File: config.mk
export PLATFORM = sky130hd
export DESIGN_NAME = vslc_servo_bank_flat
export DESIGN_NICKNAME = d
export VERILOG_FILES = /design/src/rtl/vslc_servo_pkg.sv /design/src/rtl/vslc_servo_bank_if.sv /design/src/rtl/vslc_tick_prescaler.sv /design/src/rtl/vslc_servo_bank.sv /design/src/flat_wrapper.sv
export SDC_FILE = /design/constraint.sdc
export NUM_CORES = 1
export LEC_CHECK = 0
export BUFFER_PORTS_ARGS = -buffer_cell sky130_fd_sc_hd__buf_4
export CELL_PAD_IN_SITES_DETAIL_PLACEMENT = 0
export CELL_PAD_IN_SITES_GLOBAL_PLACEMENT = 2
export CORE_UTILIZATION = 38
export DETAILED_ROUTE_END_ITERATION = 16
export PLACE_DENSITY_LB_ADDON = 0.1
export RECOVER_POWER = 25
export SLEW_MARGIN = 20
export SYNTH_ARGS = -nofsm -noshare
export SYNTH_HDL_FRONTEND = slang
export SYNTH_SLANG_ARGS = --single-unit
export TNS_END_PERCENT = 100
File: constraint.sdc
create_clock -name clk -period 2.5 [get_ports clk]
set_clock_uncertainty 0.15 [all_clocks]
set_input_delay 0.5 -clock clk [delete_from_list [all_inputs] [get_ports clk]]
set_output_delay 0.5 -clock clk [all_outputs]
set_load 0.02 [all_outputs]
File: src/rtl/vslc_servo_pkg.sv
// Shared constants and helpers for the VSLC servo bank: default 1 us tick,
// standard 20 ms hobby-servo frame, pulse clamp and channel-index width.
package vslc_servo_pkg;

  localparam int unsigned US_TICK_DIV     = 10;
  localparam int unsigned SERVO_FRAME_US  = 20000;
  localparam int unsigned SERVO_PW_MIN_US = 500;
  localparam int unsigned SERVO_PW_MAX_US = 2500;

  // Index width for n channels, never below one bit.
  function automatic int unsigned ch_idx_w(input int unsigned n);
    return (n <= 1) ? 1 : $clog2(n);
  endfunction

  // Zero keeps a channel off; any other request is forced into [lo, hi].
  function automatic int unsigned clamp_pw(input int unsigned v,
                                           input int unsigned lo,
                                           input int unsigned hi);
    if (v == 0) return 0;
    if (v < lo) return lo;
    if (v > hi) return hi;
    return v;
  endfunction

endpackage

File: src/rtl/vslc_servo_bank_if.sv
// Write and readback bus between the scan/SPI side and the servo bank.
interface vslc_servo_bank_if #(
  parameter int unsigned NUM_CH = 4,
  parameter int unsigned CNT_W  = 15
);
  import vslc_servo_pkg::*;

  localparam int unsigned CH_W = ch_idx_w(NUM_CH);

  logic             wr_en;
  logic [CH_W-1:0]  wr_ch;
  logic [CNT_W-1:0] wr_data;
  logic [CH_W-1:0]  rd_ch;
  logic [CNT_W-1:0] rd_data;

  modport master (output wr_en, wr_ch, wr_data, rd_ch, input rd_data);
  modport slave  (input wr_en, wr_ch, wr_data, rd_ch, output rd_data);

endinterface

File: src/rtl/vslc_tick_prescaler.sv
// Free-running divider: tick is high for one clk out of every DIV.
module vslc_tick_prescaler #(
  parameter int unsigned DIV = 10
) (
  input  logic clk,
  input  logic rst,
  output logic tick
);

  localparam int unsigned W = (DIV > 1) ? $clog2(DIV) : 1;
  localparam logic [W-1:0] LAST = W'(DIV - 1);

  logic [W-1:0] cnt;

  always_ff @(posedge clk) begin
    if (rst)              cnt <= '0;
    else if (cnt == LAST) cnt <= '0;
    else                  cnt <= cnt + W'(1);
  end

  assign tick = (cnt == LAST);

endmodule

File: src/rtl/vslc_servo_bank.sv
// NUM_CH hobby-servo PWM outputs sharing one tick and frame counter; widths
// are shadowed and committed atomically at the frame boundary unless frozen.
module vslc_servo_bank
  import vslc_servo_pkg::*;
#(
  parameter int unsigned NUM_CH      = 4,
  parameter int unsigned CNT_W       = 15,
  parameter int unsigned CLK_DIV     = US_TICK_DIV,
  parameter int unsigned FRAME_TICKS = SERVO_FRAME_US,
  parameter int unsigned PW_MIN      = SERVO_PW_MIN_US,
  parameter int unsigned PW_MAX      = SERVO_PW_MAX_US
) (
  input  logic                    clk,
  input  logic                    rst,
  vslc_servo_bank_if.slave        bus,
  input  logic                    freeze,
  output logic [NUM_CH-1:0]       servo_out,
  output logic                    frame_strobe,
  output logic                    pending
);

  localparam int unsigned CH_W = ch_idx_w(NUM_CH);
  localparam logic [CNT_W-1:0] FRAME_LAST = CNT_W'(FRAME_TICKS - 1);

  logic             tick;
  logic             commit;
  logic             wr_valid;
  logic [CNT_W-1:0] frame_cnt;
  logic [CNT_W-1:0] pw_clamped;
  logic [CNT_W-1:0] rd_mux;
  logic [CNT_W-1:0] active [NUM_CH];

  vslc_tick_prescaler #(.DIV(CLK_DIV)) u_prescaler (
    .clk  (clk),
    .rst  (rst),
    .tick (tick)
  );

  assign commit     = tick && (frame_cnt == FRAME_LAST);
  assign wr_valid   = bus.wr_en && (32'(bus.wr_ch) < NUM_CH);
  assign pw_clamped = CNT_W'(clamp_pw(32'(bus.wr_data), PW_MIN, PW_MAX));

  always_ff @(posedge clk) begin
    if (rst)         frame_cnt <= '0;
    else if (commit) frame_cnt <= '0;
    else if (tick)   frame_cnt <= frame_cnt + CNT_W'(1);
  end

  // A write landing in the commit cycle wins, so pending survives it.
  always_ff @(posedge clk) begin
    if (rst) begin
      frame_strobe <= 1'b0;
      pending      <= 1'b0;
    end else begin
      frame_strobe <= commit;
      if (wr_valid)               pending <= 1'b1;
      else if (commit && !freeze) pending <= 1'b0;
    end
  end

  for (genvar i = 0; i < int'(NUM_CH); i++) begin : g_ch
    logic [CNT_W-1:0] shadow;
    logic [CNT_W-1:0] act_q;
    logic             out_q;

    always_ff @(posedge clk) begin
      if (rst) begin
        shadow <= '0;
        act_q  <= '0;
        out_q  <= 1'b0;
      end else begin
        if (commit && !freeze) act_q <= shadow;
        if (wr_valid && (bus.wr_ch == CH_W'(i))) shadow <= pw_clamped;
        out_q <= (act_q != '0) && (frame_cnt < act_q);
      end
    end

    assign active[i]    = act_q;
    assign servo_out[i] = out_q;
  end

  always_comb begin
    rd_mux = '0;
    for (int unsigned i = 0; i < NUM_CH; i++) begin
      if (bus.rd_ch == CH_W'(i)) rd_mux = active[i];
    end
  end

  assign bus.rd_data = rd_mux;

endmodule

File: src/flat_wrapper.sv
// flat-port wrapper written by rule: the top's interface ports become plain ports
module vslc_servo_bank_flat import vslc_servo_pkg::*;
#(
  parameter int unsigned NUM_CH      = 4,
  parameter int unsigned CNT_W       = 15,
  parameter int unsigned CLK_DIV     = US_TICK_DIV,
  parameter int unsigned FRAME_TICKS = SERVO_FRAME_US,
  parameter int unsigned PW_MIN      = SERVO_PW_MIN_US,
  parameter int unsigned PW_MAX      = SERVO_PW_MAX_US
)
  (clk, rst, freeze, servo_out, frame_strobe, pending, bus_wr_en, bus_wr_ch, bus_wr_data, bus_rd_ch, bus_rd_data);
  vslc_servo_bank_if #(.NUM_CH(NUM_CH), .CNT_W(CNT_W)) bus_i ();
  input  logic clk;
  input  logic rst;
  input  logic freeze;
  output logic [NUM_CH-1:0] servo_out;
  output logic frame_strobe;
  output logic pending;
  input wire logic [$bits(bus_i.wr_en)-1:0] bus_wr_en;
  input wire logic [$bits(bus_i.wr_ch)-1:0] bus_wr_ch;
  input wire logic [$bits(bus_i.wr_data)-1:0] bus_wr_data;
  input wire logic [$bits(bus_i.rd_ch)-1:0] bus_rd_ch;
  output wire logic [$bits(bus_i.rd_data)-1:0] bus_rd_data;
  assign bus_i.wr_en = bus_wr_en;
  assign bus_i.wr_ch = bus_wr_ch;
  assign bus_i.wr_data = bus_wr_data;
  assign bus_i.rd_ch = bus_rd_ch;
  assign bus_rd_data = bus_i.rd_data;
  vslc_servo_bank #(.NUM_CH(NUM_CH), .CNT_W(CNT_W), .CLK_DIV(CLK_DIV), .FRAME_TICKS(FRAME_TICKS), .PW_MIN(PW_MIN), .PW_MAX(PW_MAX)) u_core (.clk(clk), .rst(rst), .bus(bus_i), .freeze(freeze), .servo_out(servo_out), .frame_strobe(frame_strobe), .pending(pending));
endmodule
# Yosys cells after proc, flatten, opt, wreduce, memory -nomap -nowiden

Index checks and enable logic that the tools add are counted.

Register bits after elaboration: 145

Add/sub/neg operators: 2
$lt $le $gt $ge: 6
Equality and inequality tests: 8
Mux-type cells: 17
Reductions and logical operators: 21

Operators by type and width:

| cell                    | number |
|---|---|
| $mux W15                | 7 |
| $lt A15 B15 Y1          | 4 |
| $reduce_bool A15 Y1     | 4 |
| $add A15 B1 Y15 const B | 1 |
| $eq A15 B15 Y1 const B  | 1 |
| $gt A15 B12 Y1 const B  | 1 |
| $logic_not A15 Y1       | 1 |
| $lt A15 B9 Y1 const B   | 1 |
| $mux W12                | 1 |
| $logic_and A1 B1 Y1     | 10 |
| $mux W9                 | 1 |
| $eq A2 B2 Y1 const B    | 4 |
| $mux W1                 | 8 |
| $add A4 B1 Y4 const B   | 1 |
| $eq A2 B1 Y1 const B    | 2 |
| $eq A4 B4 Y1 const B    | 1 |
| $logic_not A2 Y1        | 2 |
| $reduce_or A2 Y1        | 2 |
| $reduce_bool A2 Y1      | 1 |
| $logic_not A1 Y1        | 1 |

# Longest topological paths before layout

Gate-level depths: netlist (run 1).

Depth in word-level cells: 8
Depth in mapped cells: 10
Depth with buffers taken out: 7

# Modules after synthesis

A second synthesis (run 1) with hierarchy kept.

Cells, all modules: 848
Area, all modules: 7211.9 um^2

Modules (own cells, without submodules):

| module              | instances | cells each | area each (um^2) |
|---|---|---|---|
| vslc_servo_bank     | 1         | 828        | 7028.0 |
| vslc_tick_prescaler | 1         | 20         | 183.9 |

# Least setup slack after synthesis (run 1)

OpenSTA, ideal clock, no wires.

Path kind: input to output
From: input port bus_rd_ch[1]
To: output port bus_rd_data[10]
Data arrival time: 1754 ps
Data required time: 1850 ps
Slack: 96 ps
Stages: 3
Cells stage by stage: clkbuf_1 -> buf_2 -> mux4_2

Cells in the longest elaborated chain, start to end: 5

RTL lines:

| element                | RTL line              | source |
|---|---|---|
| start: declaration     | flat_wrapper.sv:22    | `input wire logic [$bits(bus_i.rd_ch)-1:0] bus_rd_ch;` |
| $logic_not A2 Y1       | vslc_servo_bank.sv:85 | `if (bus.rd_ch == CH_W'(i)) rd_mux = active[i];` |
| $mux W15 (3 in series) | vslc_servo_bank.sv:85 |  |
| $mux W15 (*)           | vslc_servo_bank.sv:85 |  |
| end: declaration       | flat_wrapper.sv:23    | `output wire logic [$bits(bus_i.rd_data)-1:0] bus_rd_data;` |

Every way passes the cells marked *; elsewhere a longest branch is shown, timed or not.

# Final worst setup path (run 1)

From: register u_core.u_prescaler.cnt[0]
To: register u_core.pending

Cells in the longest elaborated chain, start to end: 4

RTL lines:

| element                      | RTL line                  | source |
|---|---|---|
| start: declaration           | vslc_tick_prescaler.sv:13 | `logic [W-1:0] cnt;` |
| start signal: assignment     | vslc_tick_prescaler.sv:18 | `else cnt <= cnt + W'(1);` |
| $eq A4 B4 Y1                 | vslc_tick_prescaler.sv:21 | `assign tick = (cnt == LAST);` |
| $logic_and A1 B1 Y1          | vslc_servo_bank.sv:39     | `assign commit = tick && (frame_cnt == FRAME_LAST);` |
| $logic_and A1 B1 Y1          | vslc_servo_bank.sv:57     | `else if (commit && !freeze) pending <= 1'b0;` |
| $reduce_bool A2 Y1 (no line) | n/a                       |  |
| end signal: assignment       | vslc_servo_bank.sv:53     | `pending <= 1'b0;` |
| end signal: assignment       | vslc_servo_bank.sv:56     | `if (wr_valid) pending <= 1'b1;` |
| end signal: assignment       | vslc_servo_bank.sv:57     |  |
| end: declaration             | vslc_servo_bank.sv:19     | `output logic pending` |

Every way passes these cells.
A chain may end at the register's enable or synchronous reset.

==> results of run 1 <==
==> placed cells by master, fill, tap and decap left out, drive strengths merged, types with 4 or more instances in the layout <==
cell type / netlist / final
clkbuf: 29 / 33
ha: 59 / 59
a21oi: 92 / 92
nand3b: 22 / 22
buf: 21 / 60
nor3: 14 / 14
and2: 10 / 10
clkinvlp: 0 / 4
nor4: 17 / 17
a21o: 6 / 6
nor2b: 9 / 9
nand2b: 5 / 5
o31ai: 7 / 7
a2111oi: 16 / 16
nand4: 11 / 11
xnor2: 7 / 7
nor3b: 6 / 6
nand3: 20 / 20
dfxtp: 145 / 145
nand2: 148 / 148
o211ai: 4 / 4
or4: 4 / 4
a211oi: 8 / 8
mux4: 15 / 15
and3: 5 / 5
xor2: 9 / 9
o21ai: 17 / 17
nor2: 53 / 53
o41ai: 12 / 12
inv: 57 / 60
==> cells by family (layout without fill, tap and decap cells) <==
logic type      count (synthesis)  count (layout)  share of synthesized area
compound gates                170             170                      0.144
xor+xnor                       16              16                     0.0192
fa+ha+maj                      59              59                      0.101
buf+inv                       107             160                     0.0656
flops                         145             145                      0.398
mux                            15              15                     0.0464
simple gates                  335             335                      0.225
==> report_power, final <==
part           switching, mW  internal, mW  total (mW)
logic                  0.133        0.0788       0.211
registers             0.0190          2.34        2.35
clock network           1.06          1.56        2.62
==> per-stage QoR <==
stage          setup slack (ps)  cells  area [um2]  utilization  hold WS (ps)
2_1_floorplan              95.8    847        7290            -           277
3_3_place_gp                150   1103        7890        0.420           283
3_5_place_dp               93.6   1103        7890        0.420           293
4_1_cts                     199   1134        8480        0.452           192
5_1_grt                    56.5   1134        8440        0.450           231
6_report                    211   1134        8440        0.450           232
==> tightest hold or removal path, stage by stage <==
cell,delay [ps]
buf_4,140
nand3_1,60
a21oi_1,50
==> cell type report <==
class                           count  share of cell area
Clock inverter                     10              0.0148
Sequential cell                   145               0.344
Tap cell                          234              0.0347
Timing Repair Buffer               72              0.0617
Multi-Input combinational cell    595               0.464
Clock buffer                       21              0.0557
Inverter                           57              0.0254
==> final timing paths <==
path,end,slack [ps],cells after the start
worst max-delay path,u_core.pending,210,7
worst min-delay path,u_core.g_ch[0].shadow[9],230,3
worst max register to register,u_core.pending,210,7
worst min register to register,u_core.g_ch[3].act_q[14],290,2
==> state kept, by name, indices dropped and copies added (netlist names) <==
signal,flops
u_core.u_prescaler.cnt,4
u_core.g_ch.out_q,4
u_core.frame_cnt,15
u_core.pending,1
u_core.g_ch.shadow,60
u_core.g_ch.act_q,60
u_core.frame_strobe,1
==> layer usage <==
layer / routed length [um] / global-route usage
met4: 384 / 0.0778
met2: 9790 / 0.364
met3: 847 / 0.0397
met5: 0 / 0
met1: 10300 / 0.311
==> run metrics, run 1 <==
final WL=21.3 mm; max-slew violations=0; number of fill cells=1898; startpoint types=register; Die H=140 um; worst hold path type=in -> reg; Initial DRC Count=348; Ports=44; synthesis-to-layout area growth=15.8%; Worst Setup End Kind=register; post-synthesis cell area=roughly 7300 um2; RSZ-0062 raised after global routing=no; initial antenna violation count=1; Max VDD drop=443 uV; clock sink count=~150; Horiz. Die Dim=140 um; critical path data required time=2670 ps; Post-synth EDFFs=0; TritonRoute pass-1 iters=5; number of max-cap violations=0; Worst path slowest cell=or4_4; WP data arrival=roughly 2500 ps; Avg Vias per Cell=5.47; CTS Root Cell=clkbuf_16; DP HPWL=15.7 mm; syn_area_per_cell=8.60 um2; Ys Warns=0; Peak Freq=0.437 GHz; DRC=0; RR Startpoint=u_core.u_prescaler.cnt[0]; Routed Antenna Nets=0; critical path cell sequence=ha_1 > nand3b_4 > or2_1 > or4_4 > buf_12 > a21oi_2 > nor2_1; Total Nets Final=970; Routed WL per cell=18.8 um; largest net degree at the start of global routing=62; area leader, netlist=dfxtp_1; worst slew pin tran=723 ps; Longest Clk Path Bufs=2; H-tree depth=4; Placeable Area=approximately 19000 um2; top post-synthesis cells by count=nand2_1 (148), dfxtp_1 (145), a21oi_1 (91); Initial Utilization=0.388; Cells after Synth=847; LEAKAGE=3.08 nW; synth top area cells=dfxtp_1 (40%), ha_1 (10%), nand2_1 (7.6%); total power=5.18 mW; remaining global-route overflow=0; GRT Overall Usage=0.228; top_reg_cell synth=dfxtp_1; crit path buf inv count=1; first-pass GRT wire length=34.1 mm; Tmin final=roughly 2300 ps; register area=2900 um2; most frequent cell after synthesis=nand2_1; delay-heaviest family, CP=simple AND/OR/NAND/NOR gates; P per Cell Area=614 nW/um2; sequential fraction of the synthesis area=0.398; synthesized flop and latch total=145; DR vias=6203; crit path from=u_core.u_prescaler.cnt[0]; status=finished, final reports clean; Post-Syn Nets=929; Worst Path Max Fanout=61; post-cts sizing count=0; Hold Violations, Final=0; period utilization=0.915; Slew headroom=0.518; Clock Pin Slew Worst Setup and Hold Paths=roughly 60 ps; clock latency on the worst-skew pair=420 ps; layout cells sized above 1=0.126; ant diodes=0; total CTS buffers=17; Synth top area share=0.398; gp weighted congestion=~0.9; number of global-route vias before repair=6039; Setup violations, final=0; ys async rst share=0; postcts setup bufs=0; Port Buf Inserts=43; TritonCTS clock tree=yes; Synth cell types=51; die area=19700 um2; critical path class=reg -> reg; peak per-stage delay on the critical path=540 ps; area of the multi-input gates=just under 4000 um2; setup_tns=0 ps; hold_sp=bus_wr_data[9]; cell row count=50; CTS Hold Bufs=0
Power figures use the tool's default switching activity.
==> run 2: changes to the inputs <==
- RECOVER_POWER: 25 -> default
==> run metrics, run 2 (same netlist as run 1, synthesis figures left out) <==
most frequent cells in the layout=nand2_1 (148), dfxtp_1 (145), a21oi_1 (91); Tmin final=2290 ps; remaining global-route overflow=0; total power=5.19 mW; biggest regs=u_core.g_ch.act_q x60, u_core.g_ch.shadow x60, u_core.frame_cnt x15; postcts setup bufs=0; Placeable Area=18800 um2; register area=approximately 2900 um2; DP HPWL=15.7 mm; post-cts sizing count=0; clock sink count=roughly 150; Horiz. Die Dim=~140 um; number of max-cap violations=0; Ports=44; hold path depth=3; initial antenna violation count=1; P per Cell Area=611 nW/um2; DRC=0; total CTS buffers=17; startpoint types=register; Die H=140 um; Longest Clk Path Bufs=2; Clock Pin Slew Worst Setup and Hold Paths=60 ps; LEAKAGE=~3.1 nW; GRT Overall Usage=0.228; final WL=21.3 mm; Routed Antenna Nets=0; Max VDD drop=443 uV; Setup violations, final=0; clock latency on the worst-skew pair=420 ps; layout cells sized above 1=0.139; period utilization=0.914; TritonRoute pass-1 iters=5; Worst Setup End Kind=register; Initial DRC Count=364; WP data arrival=2450 ps; Port Buf Inserts=43; H-tree depth=4; max-slew violations=0; cell row count=50; TritonCTS clock tree=yes; number of fill cells=1886; Slew headroom=0.535; RSZ-0062 raised after global routing=no; number of global-route vias before repair=slightly above 6000; setup_tns=0 ps; Hold Violations, Final=0; ant diodes=0; Finished Core Util=0.452; minimum hold slack=approximately 200 ps; Routed WL per cell=18.8 um; worst slew pin tran=691 ps; die area=19700 um2; Peak Freq=about 0.44 GHz; worst hold path type=in -> reg; Avg Vias per Cell=5.45; critical path data required time=2670 ps; Total Nets Final=970; critical path class=reg -> reg; CTS Root Cell=clkbuf_16; status=finished, final reports clean; Initial Utilization=0.388; gp weighted congestion=0.908; DR vias=slightly above 6000; first-pass GRT wire length=34.1 mm; synthesis-to-layout area growth=16.5%; largest net degree at the start of global routing=62; most common cell after layout, fill and taps aside=nand2_1; area of the multi-input gates=3910 um2; Worst Path Max Fanout=a little over 60; worst reg2reg path depth=7; CTS Hold Bufs=0
## run 2: cell count changes in the layout (fill, tap and decap cells not counted)
| cell | before | now |
|---|---|---|
| buf_4 | 58 | 70 |
| clkbuf_1 | 13 | 1 |
| and2_0 | 7 | 0 |
| and2_1 | 3 | 10 |
| o21ai_0 | 17 | 16 |
| o21ai_1 | 0 | 1 |
## run 2: cell type report
type | count | area share
Multi-Input combinational cell | 595 | 0.461
Tap cell | 234 | 0.0345
Clock buffer | 21 | 0.0554
Clock inverter | 10 | 0.0147
Timing Repair Buffer | 72 | 0.0667
Sequential cell | 145 | 0.342
Inverter | 57 | 0.0252
## run 2: through the flow
step	cells	cell area [um2]	worst slack (ps)
3_5_place_dp	1103	7890	93.6
5_1_grt	1134	8480	59.3
2_1_floorplan	847	7290	95.8
4_1_cts	1134	8480	199
3_3_place_gp	1103	7890	150
6_report	1134	8480	215
## run 2: worst max-delay path, cell delays in order (launching register included)
cell and delay [ps]:
dfxtp_1 380, ha_1 260, nand3b_4 110, or2_1 300, or4_4 540, buf_12 200
a21oi_2 160, nor2_1 40
## run 2: path summary, 6_finish.rpt
path                             startpoint                        to  slack (ps)
setup / recovery  u_core.u_prescaler.cnt[0]            u_core.pending         210
hold / removal                    bus_wr_en            u_core.pending         200
setup reg to reg  u_core.u_prescaler.cnt[0]            u_core.pending         210
hold reg to reg   u_core.g_ch[3].shadow[14]  u_core.g_ch[3].act_q[14]         290
## run 2: routing by layer
metal	part of all wire	track usage
met1	0.48	0.311
met2	0.46	0.364
met3	0.037	0.0397
met4	0.019	0.0778
met5	0	0
## run 2: power by group
| part | switching, mW | internal [mW] | leakage [nW] |
|---|---|---|---|
| clock | 1.06 | 1.56 | 0.279 |
| sequential | 0.0190 | 2.34 | 1.17 |
| combinational | 0.133 | 0.0831 | 1.69 |
| total | 1.21 | 3.97 | 3.14 |
==> run 3: changes to the inputs <==
- CELL_PAD_IN_SITES_DETAIL_PLACEMENT: 0 -> 1
- CELL_PAD_IN_SITES_GLOBAL_PLACEMENT: 2 -> 1
- CORE_UTILIZATION: 38 -> 45
==> run metrics, run 3 (same netlist as run 1, synthesis figures left out) <==
cell area after layout=8590 um2; Hold Violations, Final=0; initial antenna violation count=0; minimum hold slack=around 240 ps; Initial Utilization=0.460; setup_tns=0 ps; H-tree depth=4; Routed Antenna Nets=0; RSZ-0062 raised after global routing=no; LEAKAGE=around 3.2 nW; max-slew violations=0; Finished Core Util=0.542; total power=5.53 mW; placed cells=1090; most common cell after layout, fill and taps aside=nand2_1; TritonRoute pass-1 iters=4; Longest Clk Path Bufs=2; critical path data required time=2660 ps; Max VDD drop=559 uV; TritonCTS clock tree=yes; remaining global-route overflow=0; dpl ws=60.5 ps; Port Buf Inserts=43; Worst Path Max Fanout=17; Seq pwr share=0.426; Setup violations, final=0; synthesis-to-layout area growth=17.8%; die area=16700 um2; status=finished, final reports clean; Avg Vias per Cell=5.84; first-pass GRT wire length=37.2 mm; Die H=129 um; ant diodes=0; DR vias=6550; final setup margin=119 ps; crit path from=u_core.u_prescaler.cnt[0]; number of global-route vias before repair=6736; Clock Pin Slew Worst Setup and Hold Paths=60 ps; Initial DRC Count=between 400 and 500; hold_sp=bus_wr_en; Total Nets Final=975; clock latency on the worst-skew pair=430 ps; clock share of power=0.535; postcts setup bufs=0; gp weighted congestion=0.903; post-cts sizing count=0; layout cells sized above 1=0.145; Placeable Area=~16000 um2; GRT Overall Usage=0.297; DRC=0; Tmin final=2380 ps; Routed WL per cell=20.8 um; Ports=44; non-filler cells, final=1121; most frequent cells in the layout=nand2_1 (148), dfxtp_1 (145), a21oi_1 (91); Peak Freq=about 0.42 GHz; worst slew pin tran=roughly 620 ps; DP HPWL=approximately 17 mm; period utilization=0.953; biggest regs=u_core.g_ch.act_q x60, u_core.g_ch.shadow x60, u_core.frame_cnt x15; WP data arrival=2540 ps; final WL=23.3 mm; clock sink count=145; placed cell area=between 7000 and 8000 um2; startpoint types=register; critical path class=reg -> reg; total CTS buffers=17; Internal=4.34 mW; number of max-cap violations=0; RR Startpoint=u_core.u_prescaler.cnt[0]; cell row count=46; CTS Hold Bufs=0; Slew headroom=0.581; Worst Setup End Kind=register; CTS Root Cell=clkbuf_16; P per Cell Area=about 640 nW/um2; switching pwr=1.19 mW; Horiz. Die Dim=approximately 130 um; Sw Ratio=0.214; largest net degree at the start of global routing=between 60 and 70; worst hold path type=in -> reg; part of the power in combinational logic=0.039
[run 3: cell count changes in the layout (fill, tap and decap cells not counted), sizes merged]
cell,before,now
buf,72,77
bufinv,2,6
clkbuf,21,19
clkinv,1,5
clkinvlp,4,0
inv,60,58
[run 3: per-layer routing]
layer	wire length, um	up-vias	track usage
met5	0	-	0
met4	493	0	0.102
met3	1120	33	0.0495
met2	11000	184	0.482
met1	10600	3248	0.399
li1	-	3085	-
[run 3: worst max-delay path, cell delays in order, from the launching register on]
cell      delay (ps)
dfxtp_1          390
ha_1             260
nand3b_4         110
or2_1            250
or4_4            660
buf_4            250
nand2_1          100
a21oi_1           80
[run 3: path summary, 6_finish.rpt]
check | slack, ps | end | depth (start not counted)
worst max-delay path | 120 | u_core.g_ch[0].act_q[5] | 7
worst max register to register | 120 | u_core.g_ch[0].act_q[5] | 7
worst min register to register | 310 | u_core.g_ch[1].act_q[9] | 2
worst min-delay path | 240 | u_core.pending | 3
[run 3: area by class of cell]
class | count | area (um2)
Clock inverter | 12 | 229
Tap cell | 216 | 270
Multi-Input combinational cell | 595 | 3910
Timing Repair Buffer | 77 | 603
Sequential cell | 145 | 2900
Fill cell | 1854 | 7240
Inverter | 57 | 214
Clock buffer | 19 | 453
[run 3: power groups by stage]
stage                     clock (mW)  sequential (mW)  combinational (mW)
after floorplan                    0             2.40               0.124
after global placement             0             2.40               0.203
after detailed placement           0             2.40               0.213
after CTS                       3.00             2.35               0.214
after global routing            3.08             2.35               0.236
final                           2.96             2.35               0.215
